--- config.mk ---
export PLATFORM = sky130hd
export DESIGN_NAME = writeback_unit
export DESIGN_NICKNAME = d
export VERILOG_FILES = /design/src/rtl/writeback_unit_pkg.sv /design/src/rtl/writeback_unit_wb_fifo.sv /design/src/rtl/writeback_unit.sv
export SDC_FILE = /design/constraint.sdc
export NUM_CORES = 1
export LEC_CHECK = 0
export CORE_MARGIN = 2
export CORE_UTILIZATION = 40
export CTS_CLUSTER_SIZE = 25
export DETAILED_ROUTE_END_ITERATION = 12
export HOLD_SLACK_MARGIN = 0.08
export PLACE_DENSITY = 0.65
export SYNTH_ARGS = -nofsm -noshare
export SYNTH_HDL_FRONTEND = slang
export SYNTH_SLANG_ARGS = --single-unit
--- constraint.sdc ---
create_clock -name clk -period 8.8 [get_ports clk]
set_clock_uncertainty 0.2 [all_clocks]
set_input_delay 1.32 -clock clk [delete_from_list [all_inputs] [get_ports clk]]
set_output_delay 1.32 -clock clk [all_outputs]
set_load 0.02 [all_outputs]
--- src/rtl/writeback_unit_pkg.sv ---
// Shared types and defaults for the write-back stage.
// Result source selector used by the write-port mux.
package writeback_unit_pkg;
   localparam int RAWIDTH_DEF = 5;
   localparam int DWIDTH_DEF  = 32;

   typedef enum logic [1:0] {
      WB_IDLE,
      WB_ALU,
      WB_EXT
   } wb_src_e;
endpackage

--- src/rtl/writeback_unit_wb_fifo.sv ---
// Small synchronous FIFO for long-latency results.
// A push is refused whenever full, even if a pop happens in the same cycle.
module wb_fifo #(
   parameter int W     = 37,
   parameter int DEPTH = 2,
   parameter int CW    = $clog2(DEPTH) + 1
) (
   input  logic          clk,
   input  logic          rst_n,
   input  logic          push,
   input  logic [W-1:0]  wdata,
   input  logic          pop,
   output logic [W-1:0]  rdata,
   output logic          full,
   output logic          empty,
   output logic [CW-1:0] count
);
   localparam int AW = (DEPTH > 1) ? $clog2(DEPTH) : 1;

   logic [W-1:0]  mem [DEPTH];
   logic [AW-1:0] wr_ptr;
   logic [AW-1:0] rd_ptr;
   logic          do_push;
   logic          do_pop;

   assign full    = (count == CW'(DEPTH));
   assign empty   = (count == '0);
   assign do_push = push && !full;
   assign do_pop  = pop && !empty;
   assign rdata   = mem[rd_ptr];

   always_ff @(posedge clk) begin
      if (do_push) mem[wr_ptr] <= wdata;
   end

   // Power-of-two depth lets the pointers wrap by overflow.
   always_ff @(posedge clk or negedge rst_n) begin
      if (!rst_n) begin
         wr_ptr <= '0;
         rd_ptr <= '0;
         count  <= '0;
      end else begin
         if (do_push) wr_ptr <= wr_ptr + 1'b1;
         if (do_pop)  rd_ptr <= rd_ptr + 1'b1;
         case ({do_push, do_pop})
            2'b10:   count <= count + 1'b1;
            2'b01:   count <= count - 1'b1;
            default: count <= count;
         endcase
      end
   end
endmodule

--- src/rtl/writeback_unit.sv ---
// Write-back stage: merges ALU and long-latency results into the
// single register file write port, with a starvation guard on the queue.
module writeback_unit
   import writeback_unit_pkg::*;
#(
   parameter int RAWIDTH    = RAWIDTH_DEF,
   parameter int DWIDTH     = DWIDTH_DEF,
   parameter int QDEPTH     = 2,
   parameter int STARVE_MAX = 4
) (
   input  logic                      clk,
   input  logic                      rst_n,
   input  logic                      alu_valid,
   input  logic [RAWIDTH-1:0]        alu_rd,
   input  logic [DWIDTH-1:0]         alu_data,
   output logic                      alu_stall,
   input  logic                      ext_valid,
   output logic                      ext_ready,
   input  logic [RAWIDTH-1:0]        ext_rd,
   input  logic [DWIDTH-1:0]         ext_data,
   output logic                      RegWEn,
   output logic [RAWIDTH-1:0]        AddrD,
   output logic [DWIDTH-1:0]         DataD,
   output logic [$clog2(QDEPTH):0]   q_count
);
   localparam int EW = RAWIDTH + DWIDTH;
   localparam int CW = $clog2(QDEPTH) + 1;
   localparam int SW = $clog2(STARVE_MAX + 1);

   logic [EW-1:0]      head;
   logic               full;
   logic               empty;
   logic               push;
   logic               pop;
   logic [SW-1:0]      starve_cnt;
   wb_src_e            src;
   logic [RAWIDTH-1:0] sel_rd;
   logic [DWIDTH-1:0]  sel_data;

   assign ext_ready = !full;
   assign push      = ext_valid && ext_ready;
   assign alu_stall = (starve_cnt == SW'(STARVE_MAX));
   assign pop       = (src == WB_EXT);

   wb_fifo #(
      .W     (EW),
      .DEPTH (QDEPTH),
      .CW    (CW)
   ) u_fifo (
      .clk   (clk),
      .rst_n (rst_n),
      .push  (push),
      .wdata ({ext_rd, ext_data}),
      .pop   (pop),
      .rdata (head),
      .full  (full),
      .empty (empty),
      .count (q_count)
   );

   // Forced pop outranks the ALU; otherwise the ALU has priority.
   always_comb begin
      src      = WB_IDLE;
      sel_rd   = alu_rd;
      sel_data = alu_data;
      if (alu_stall && !empty) begin
         src      = WB_EXT;
         sel_rd   = head[EW-1:DWIDTH];
         sel_data = head[DWIDTH-1:0];
      end else if (alu_valid) begin
         src = WB_ALU;
      end else if (!empty) begin
         src      = WB_EXT;
         sel_rd   = head[EW-1:DWIDTH];
         sel_data = head[DWIDTH-1:0];
      end
   end

   always_ff @(posedge clk or negedge rst_n) begin
      if (!rst_n) begin
         starve_cnt <= '0;
      end else if (empty || pop) begin
         starve_cnt <= '0;
      end else if (!alu_stall) begin
         starve_cnt <= starve_cnt + 1'b1;
      end
   end

   // x0 writes are consumed but never enable the port.
   always_ff @(posedge clk or negedge rst_n) begin
      if (!rst_n) begin
         RegWEn <= 1'b0;
         AddrD  <= '0;
         DataD  <= '0;
      end else if (src == WB_IDLE) begin
         RegWEn <= 1'b0;
      end else begin
         RegWEn <= (sel_rd != '0);
         AddrD  <= sel_rd;
         DataD  <= sel_data;
      end
   end
endmodule

# Word level (Yosys, flattened, before mapping)
# Memory sizes are Yosys's and may differ from the RTL's.
# Index checks and enable logic that the tools add are counted.
[word_totals] reg_bits=45 word_cells=45 out_inout_bits=42 romBits=0 inputBits=78 ram_bits=74 latchBits=0 memories=1
[mem_list] memory="u_fifo.mem" depth=2 width=37 rd=1 rd_clocked_by_memory_dff=0 write_ports=1 line_no="writeback_unit_wb_fifo.sv:20" source="logic [W-1:0] mem [DEPTH];"
[classes] n_reduce_logical=11 shifts=0 div=0 eq_ne=6 n_mux=15 n_mul=0 n_addsub=5 magnitude_cmp=0 n_bitwise=0
[op_table] cell="$mux 32" n=3
[op_table] cell="$mux 5" n=3
[op_table] cell="$eq 2x2->1 const B" n=3
[op_table] cell="$mux 2" n=3
[op_table] cell="$mux 3" n=2
[op_table] cell="$reduce_bool 5->1" n=1
[op_table] cell="$logic_and 1x1->1" n=4
[op_table] cell="$logic_not 2->1" n=2
[op_table] cell="$pmux 2 s2" n=1
[op_table] cell="$add 3x1->3 const B" n=1
[op_table] cell="$eq 3x3->1 const B" n=1
[op_table] cell="$mux 1" n=3
[op_table] cell="$add 1x1->1 const B" n=2
[op_table] cell="$add 2x1->2 const B" n=1
[op_table] cell="$eq 2x1->1 const B" n=1
[op_table] cell="$logic_not 1->1" n=2
[op_table] cell="$ne 2x1->1 const B" n=1
[op_table] cell="$reduce_bool 2->1" n=1
[op_table] cell="$sub 2x1->2 const B" n=1
[op_table] cell="$logic_or 1x1->1" n=1

# Longest topological paths before layout
# Gate-level depths: netlist of the first run.
[depth] depth_word=8 depth_mapped=9 depth_no_buf=9

# Modules after synthesis
# From an unflattened synthesis of the first run, not the netlist that was laid out.
[hier_totals] hier_cells=288 hier_area_um2=4885.9
[by_module_without_submodules] module="wb_fifo" seq_area_each_um2=2322.2 area_per_inst_um2=2949.1 n_inst=1 cells_each=133
[by_module_without_submodules] module="writeback_unit" seq_area_each_um2=1026.0 area_per_inst_um2=1936.9 n_inst=1 cells_each=155

# Worst setup path before layout of the first run
# OpenSTA, ideal clock, no wires.
[synth_timing] path_kind="input to register" from="in ext_valid" to="mem u_fifo.mem[0][0], enable pin" setup_time_ns=0.431 path_stages=2 t_arrival_ns=2.982 path_buffers=0 setup_slack_ns=5.186 required_ns=8.169 path_cell_list="nand2_1 -> nor2_1"
[synth_via] elab_chain_cells=4
[synth_lines] item="start: declaration" line_no="writeback_unit.sv:17" source="input logic ext_valid,"
[synth_lines] item="$logic_and 1x1->1" line_no="writeback_unit.sv:41" source="assign push = ext_valid && ext_ready;"
[synth_lines] item="$logic_and 1x1->1" line_no="writeback_unit_wb_fifo.sv:28" source="assign do_push = push && !full;"
[synth_lines] item="$mux 1" line_no="writeback_unit_wb_fifo.sv:33" source="if (do_push) mem[wr_ptr] <= wdata;"
[synth_lines] item="$mux 1 (not written as such)" line_no="writeback_unit_wb_fifo.sv:33"
[synth_lines] item="end: declaration" line_no="writeback_unit_wb_fifo.sv:20"
# Every way passes these cells.

# Final worst setup path of the first run
[layout_timing] from="reg u_fifo.count[0]" to="out ext_ready"
[layout_via] elab_chain_cells=2
[layout_lines] item="start: declaration" line_no="writeback_unit_wb_fifo.sv:16" source="output logic [CW-1:0] count"
[layout_lines] item="start signal: assignment" line_no="writeback_unit_wb_fifo.sv:46" source="2'b10: count <= count + 1'b1;"
[layout_lines] item="start signal: assignment" line_no="writeback_unit_wb_fifo.sv:47" source="2'b01: count <= count - 1'b1;"
[layout_lines] item="start signal: assignment" line_no="writeback_unit_wb_fifo.sv:48" source="default: count <= count;"
[layout_lines] item="$eq 2x2->1" line_no="writeback_unit_wb_fifo.sv:26" source="assign full = (count == CW'(DEPTH));"
[layout_lines] item="$logic_not 1->1" line_no="writeback_unit.sv:40" source="assign ext_ready = !full;"
[layout_lines] item="end: declaration" line_no="writeback_unit.sv:18" source="output logic ext_ready,"
# Every way passes these cells.

==> metrics.yaml, run 1 <==
status: "finished, final reports clean"
numPortBuffers: 119
htree_levels: 4
layout-drive-gt1-share_pct: 9.98
cts_setup_buffers: 0
start_util_pct: 40.7
die_w_um: 114
rsz0062_at_grt: "false"
post-place-ws_ps: 4910
ctsHoldBuffers: 0
grt_antenna_before_repair: 0
tightest_slew_ps: 1190
layout.nets: 539
power.density_nw_per_um2: 324
ant_nets: 0
worstHoldStart: "starve_cnt[0]"
drtIter0Drc: 133
dr.pass1.iters: 4
vias: 3184
drc: 0
synth_nets: 420
relSlewSlack_pct: 20.5
cts_tree: "built"
ios: 120
post-route-min-period_ps: 3580
maxSlewViolCount: 0
critical_path_class: "flip-flop to output pin"
hpwl_mm: 6.74
end_kind: "output pin"
cts_buffer_depth: 2
path_buf_inv: 1
ys_warn_count: 0
die_h_um: 114
finalSetupViolCount: 0
r2r-end: "u_fifo.count[1]"
reg2regPathDepth: 6
critPathMaxStageDelay_ps: 800
cts_root_buf: "clkbuf_16"
crit_path_start_kind: "flip-flop"
clkLatencyLatePin_ps: 390
rows: 40
cp_cell_sequence: "nand2b_1 > clkdlybuf4s50_1"
mostFrequentLayoutCells: "118 x clkdlybuf4s50_1, 74 x edfxtp_1, 44 x dfrtp_1, 39 x nand2_1, 38 x mux2i_1"
final_core_util_pct: 56.0
hp-class: "flip-flop to flip-flop"
netlist_instances: 339
peakVddDrop_mv: 0.137
holdPathStages: 1
fin_ws_ps: 5220
numClockSinks: 119
reg2reg_slack_ps: 6040
viasPerCell: 5.15
crit_family: "flip-flops"
grt_max_degree: 46
crit_fanout: 19
grt_overflow: 0
r2r_start: "u_fifo.count[0]"
critical-path-slowest-cell: "dfrtp_1"
synth_cell_types: 34
wirelength_mm: 10.5
netlist_area_um2: 4850
max_cap_violations: 0
die-area_um2: 13000
postCtsResizedCells: 0
syn_to_final_growth_pct: 37.7
finalSetupTns_ps: 0
synth.ff_latch_count: 119
cp.required_ps: 7280
core_area_um2: 11900
grt_pass1_vias: 3429
globalplace.congestion: 0.744
fin_crit_sh_pct: 40.7
grt_usage_pct: 17.0
numCtsBuffers: 17
p_leak_uw: 0.00258
layout_commonest_cell: "clkdlybuf4s50_1"
yosysSeqAreaShare_pct: 69.1
avgRoutedWirePerCell_um: 17.1
diodes: 0
clock.fmax_mhz: 279
clkTransAtPathRegs_ps: 60
power_uw: 2160
grt_pass1_wl_mm: 16.9
crit_arrival_ps: 2060
hold_end: "starve_cnt[0]"
finalHoldViolations: 0
fillerInstances: 991
postSynthAreaPerCell_um2: 14.3
power by group:
part | internal [uW] | switching, uW | leakage, uW
logic | 299 | 339 | 0.00110
clock network | 396 | 247 | 0.000261
registers | 767 | 116 | 0.00122
state kept, by name, indices dropped and copies added, names as in the netlist:
signal         cells
AddrD              5
u_fifo.count       2
starve_cnt         3
u_fifo.mem        74
DataD             32
u_fifo.wr_ptr      1
u_fifo.rd_ptr      1
RegWEn             1
worst max-delay path by stage:
stage | slack, ps | to | cells after the start | start
finish | 5220 | ext_ready | 2 | u_fifo.count[0]
global route | 5120 | ext_ready | 2 | u_fifo.count[0]
global placement | 5010 | u_fifo.count[1] | 8 | alu_valid
detailed placement | 4910 | u_fifo.count[1] | 8 | alu_valid
CTS | 5170 | ext_ready | 2 | u_fifo.count[0]
floorplan | 5190 | u_fifo.mem[0][0] | 2 | ext_valid
synthesized netlist by cell type, drive strengths merged:
master | n | share of area (%)
nor3 | 13 | 1.6
nand2 | 40 | 3.3
o211a | 1 | 0.21
or2 | 1 | 0.13
a211oi | 2 | 0.31
mux2i | 38 | 7.8
dfrtp | 45 | 23
xnor2 | 4 | 0.72
a21bo | 1 | 0.21
o221ai | 26 | 4.7
or4 | 1 | 0.15
inv | 31 | 2.4
nor4 | 1 | 0.13
nor3b | 1 | 0.15
o22a | 1 | 0.18
nor4b | 1 | 0.18
edfxtp | 74 | 46
ha | 3 | 0.77
o221a | 11 | 2.6
clkbuf | 4 | 0.31
nand2b | 2 | 0.26
a21oi | 11 | 1.1
buf | 17 | 2.5
nand3 | 1 | 0.10
o21ai | 1 | 0.34
and3 | 2 | 0.26
nor2 | 5 | 0.39
xor2 | 1 | 0.18
metrics by stage:
step                hold slack, ps  area [um^2]  std cells
global route                   280         6680        618
global placement               245         6110        586
floorplan                      230         4850        339
finish                         258         6680        618
detailed placement             251         6110        586
CTS                            258         6680        618
per-layer routing:
metal  up-vias  track usage, %  share of wire (%)
met3         5            5.40                5.6
met4         0            4.96               0.42
met1      1586            21.0                 43
met5         -               0                  0
met2        93            28.9                 51
li1       1500               -                  -
cell type report:
class                           count  area (um^2)  share of cell area (%)
Clock buffer                       18          439                    6.58
Clock inverter                     14          129                    1.93
Inverter                           31          116                    1.74
Multi-Input combinational cell    168         1260                    18.8
Sequential cell                   119         3350                    50.2
Tap cell                          147          184                    2.76
Timing Repair Buffer              121         1200                    18.0
cell families (layout without fill, tap and decap cells):
| family | Yosys count | after routing | share of synthesized area [%] |
|---|---|---|---|
| and+or+nand+nor | 68 | 68 | 6.58 |
| muxes | 38 | 38 | 7.85 |
| DFF | 119 | 119 | 69.1 |
| xor gates and xnor gates | 5 | 5 | 0.903 |
| adders and majority gates | 3 | 3 | 0.774 |
| AOI/OAI and AO/OA | 54 | 54 | 9.63 |
| buffers and inverters | 52 | 184 | 5.21 |
worst register-to-register path, cell delays in order, from the launching register on:
cell and delay, ps:
dfrtp_1 800, or2_1 590, nand2_4 380, inv_2 140
ha_1 260, nor2_1 150, xor2_1 170
(Power assumes the default switching activity.)
==> inputs of run 2 (changes only) <==
==> constraint.sdc (replaced) <==
create_clock -name clk -period 3.44 [get_ports clk]
set_clock_uncertainty 0.2 [all_clocks]
set_input_delay 0.516 -clock clk [delete_from_list [all_inputs] [get_ports clk]]
set_output_delay 0.516 -clock clk [all_outputs]
set_load 0.02 [all_outputs]
==> metrics.yaml, run 2 (same netlist as run 1, synthesis figures left out) <==
clockPowerShare_pct: 28.9
cell_internal_pwr_uw: 3720
dp_cells: 590
fin_crit_sh_pct: 81.7
start_util_pct: 40.7
vias: 3195
path_depth: 2
layout_commonest_cell: "clkdlybuf4s50_1"
tightest_slew_ps: 1190
syn_to_final_growth_pct: 37.9
register_area_um2: 3350
r2r-end: "u_fifo.count[1]"
power.density_nw_per_um2: 824
rsz0062_at_grt: "false"
top_register: "u_fifo.mem"
grt_max_degree: 38
drc: 0
viasPerCell: 5.13
crit_arrival_ps: 2100
htree_levels: 4
die_h_um: 114
grt_pass1_wl_mm: 16.8
rows: 40
cp.required_ps: 2720
peakVddDrop_mv: 0.420
ant_nets: 0
layout.nets: 544
largest_reg_flops: 74
cts_buffer_depth: 2
reg_top3: "u_fifo.mem (74), DataD (32), AddrD (5)"
multi_input_area_um2: 1260
finalSetupViolCount: 0
p_leak_uw: 0.00260
comb_power_share_pct: 29.9
reg2reg_slack_ps: 690
stdcell_count: 623
mostFrequentLayoutCells: "118 x clkdlybuf4s50_1, 74 x edfxtp_1, 44 x dfrtp_1, 39 x nand2_1, 38 x mux2i_1"
grt_usage_pct: 16.9
grt_overflow: 0
grt_pass1_vias: 3328
clock.fmax_mhz: 356
clkLatencyLatePin_ps: 400
numCtsBuffers: 17
maxSlewViolCount: 0
globalplace.congestion: 0.798
drtIter0Drc: 167
avgRoutedWirePerCell_um: 17.1
die_w_um: 114
swShare_pct: 32.4
final_core_util_pct: 56.1
dr.pass1.iters: 4
power_uw: 5510
post-route-min-period_ps: 2810
critPathMaxStageDelay_ps: 810
fin_ws_ps: 628
path_buf_inv: 1
relSlewSlack_pct: 20.7
hpwl_mm: 7.19
hp-class: "flip-flop to flip-flop"
r2r_start: "u_fifo.count[0]"
numPortBuffers: 119
cts_tree: "built"
ios: 120
grt_antenna_before_repair: 0
finalHoldViolations: 0
crit_end: "ext_ready"
layout-drive-gt1-share_pct: 10.3
p_sw_uw: 1790
crit_fanout: 19
cts_setup_buffers: 0
wirelength_mm: 10.7
critical-path-slowest-cell: "dfrtp_1"
clkTransAtPathRegs_ps: 50
critical_path_class: "flip-flop to output pin"
crit_path_start_kind: "flip-flop"
cp_cell_sequence: "nand2b_1 > clkdlybuf4s50_1"
crit_family: "flip-flops"
status: "finished, final reports clean"
numClockSinks: 119
startpoint: "u_fifo.count[0]"
finalSetupTns_ps: 0
max_cap_violations: 0
cts_root_buf: "clkbuf_16"
post-place-ws_ps: 740
diodes: 0
reg2regPathDepth: 6
power.share.sequential_pct: 41.2
fillerInstances: 1021
end_kind: "output pin"
die-area_um2: 13000
core_area_um2: 11900
-- run 2: cell types whose count changed in the layout (fill, tap and decap cells not counted) --
cell           before  now
inv_6               1    0
clkbuf_8            1    0
clkbuf_1            0    1
clkinv_2            2    6
dlygate4sd3_1       0    1
clkinvlp_4          6    4
buf_4               2    6
clkinv_4            4    2
clkinv_1            0    1
-- run 2: cell type report --
cell class                 count  share of cell area, %
inverter                      31                   1.74
timing repair buffer         126                   18.6
sequential                   119                   50.1
multi-input combinational    168                   18.8
clock buffer                  18                   6.42
tap                          147                   2.75
clock inverter                14                   1.67
-- run 2: worst min-delay path by stage --
stage	cells past startpoint	endpoint	from
after global routing	1	starve_cnt[0]	starve_cnt[0]
after CTS	1	starve_cnt[0]	starve_cnt[0]
after global placement	1	starve_cnt[0]	starve_cnt[0]
after floorplan	0	AddrD[0]	rst_n
final	1	starve_cnt[0]	starve_cnt[0]
after detailed placement	1	starve_cnt[0]	starve_cnt[0]
-- run 2: worst reg2reg max path, cell delays in order (launching register included) --
cell and delay, ps:
dfrtp_1 810, or2_1 590, nand2_4 370, inv_2 150
ha_1 270, nor2_1 140, xor2_1 150
-- run 2: power groups by stage --
| stage | Combinational, uW | Sequential, uW | Clock [uW] |
|---|---|---|---|
| 6_report | 1650 | 2270 | 1590 |
| 5_1_grt | 1780 | 2320 | 1680 |
| 4_1_cts | 1670 | 2280 | 1610 |
| 3_5_place_dp | 1660 | 2290 | 0 |
| 3_3_place_gp | 1620 | 2280 | 0 |
| 2_1_floorplan | 939 | 2340 | 0 |
-- run 2: per-stage QoR --
step | instance area, um^2 | hold slack [ps]
3_5_place_dp | 6140 | 262
2_1_floorplan | 4850 | 20.4
5_1_grt | 6690 | 296
3_3_place_gp | 6140 | 246
6_report | 6690 | 270
4_1_cts | 6690 | 268
-- run 2: repair_timing --
action / CTS / global route
hold buffers: 1 / 0
endpoints found under the hold margin: 30 / 0
gates resized for setup: 0 / 0
-- run 2: layer usage --
layer	part of all wire [%]	global-route usage (%)	up-vias
met4	0.36	4.23	0
met1	44	22.4	1584
li1	-	-	1502
met2	49	27.3	105
met5	0	0	-
met3	6.5	5.56	4
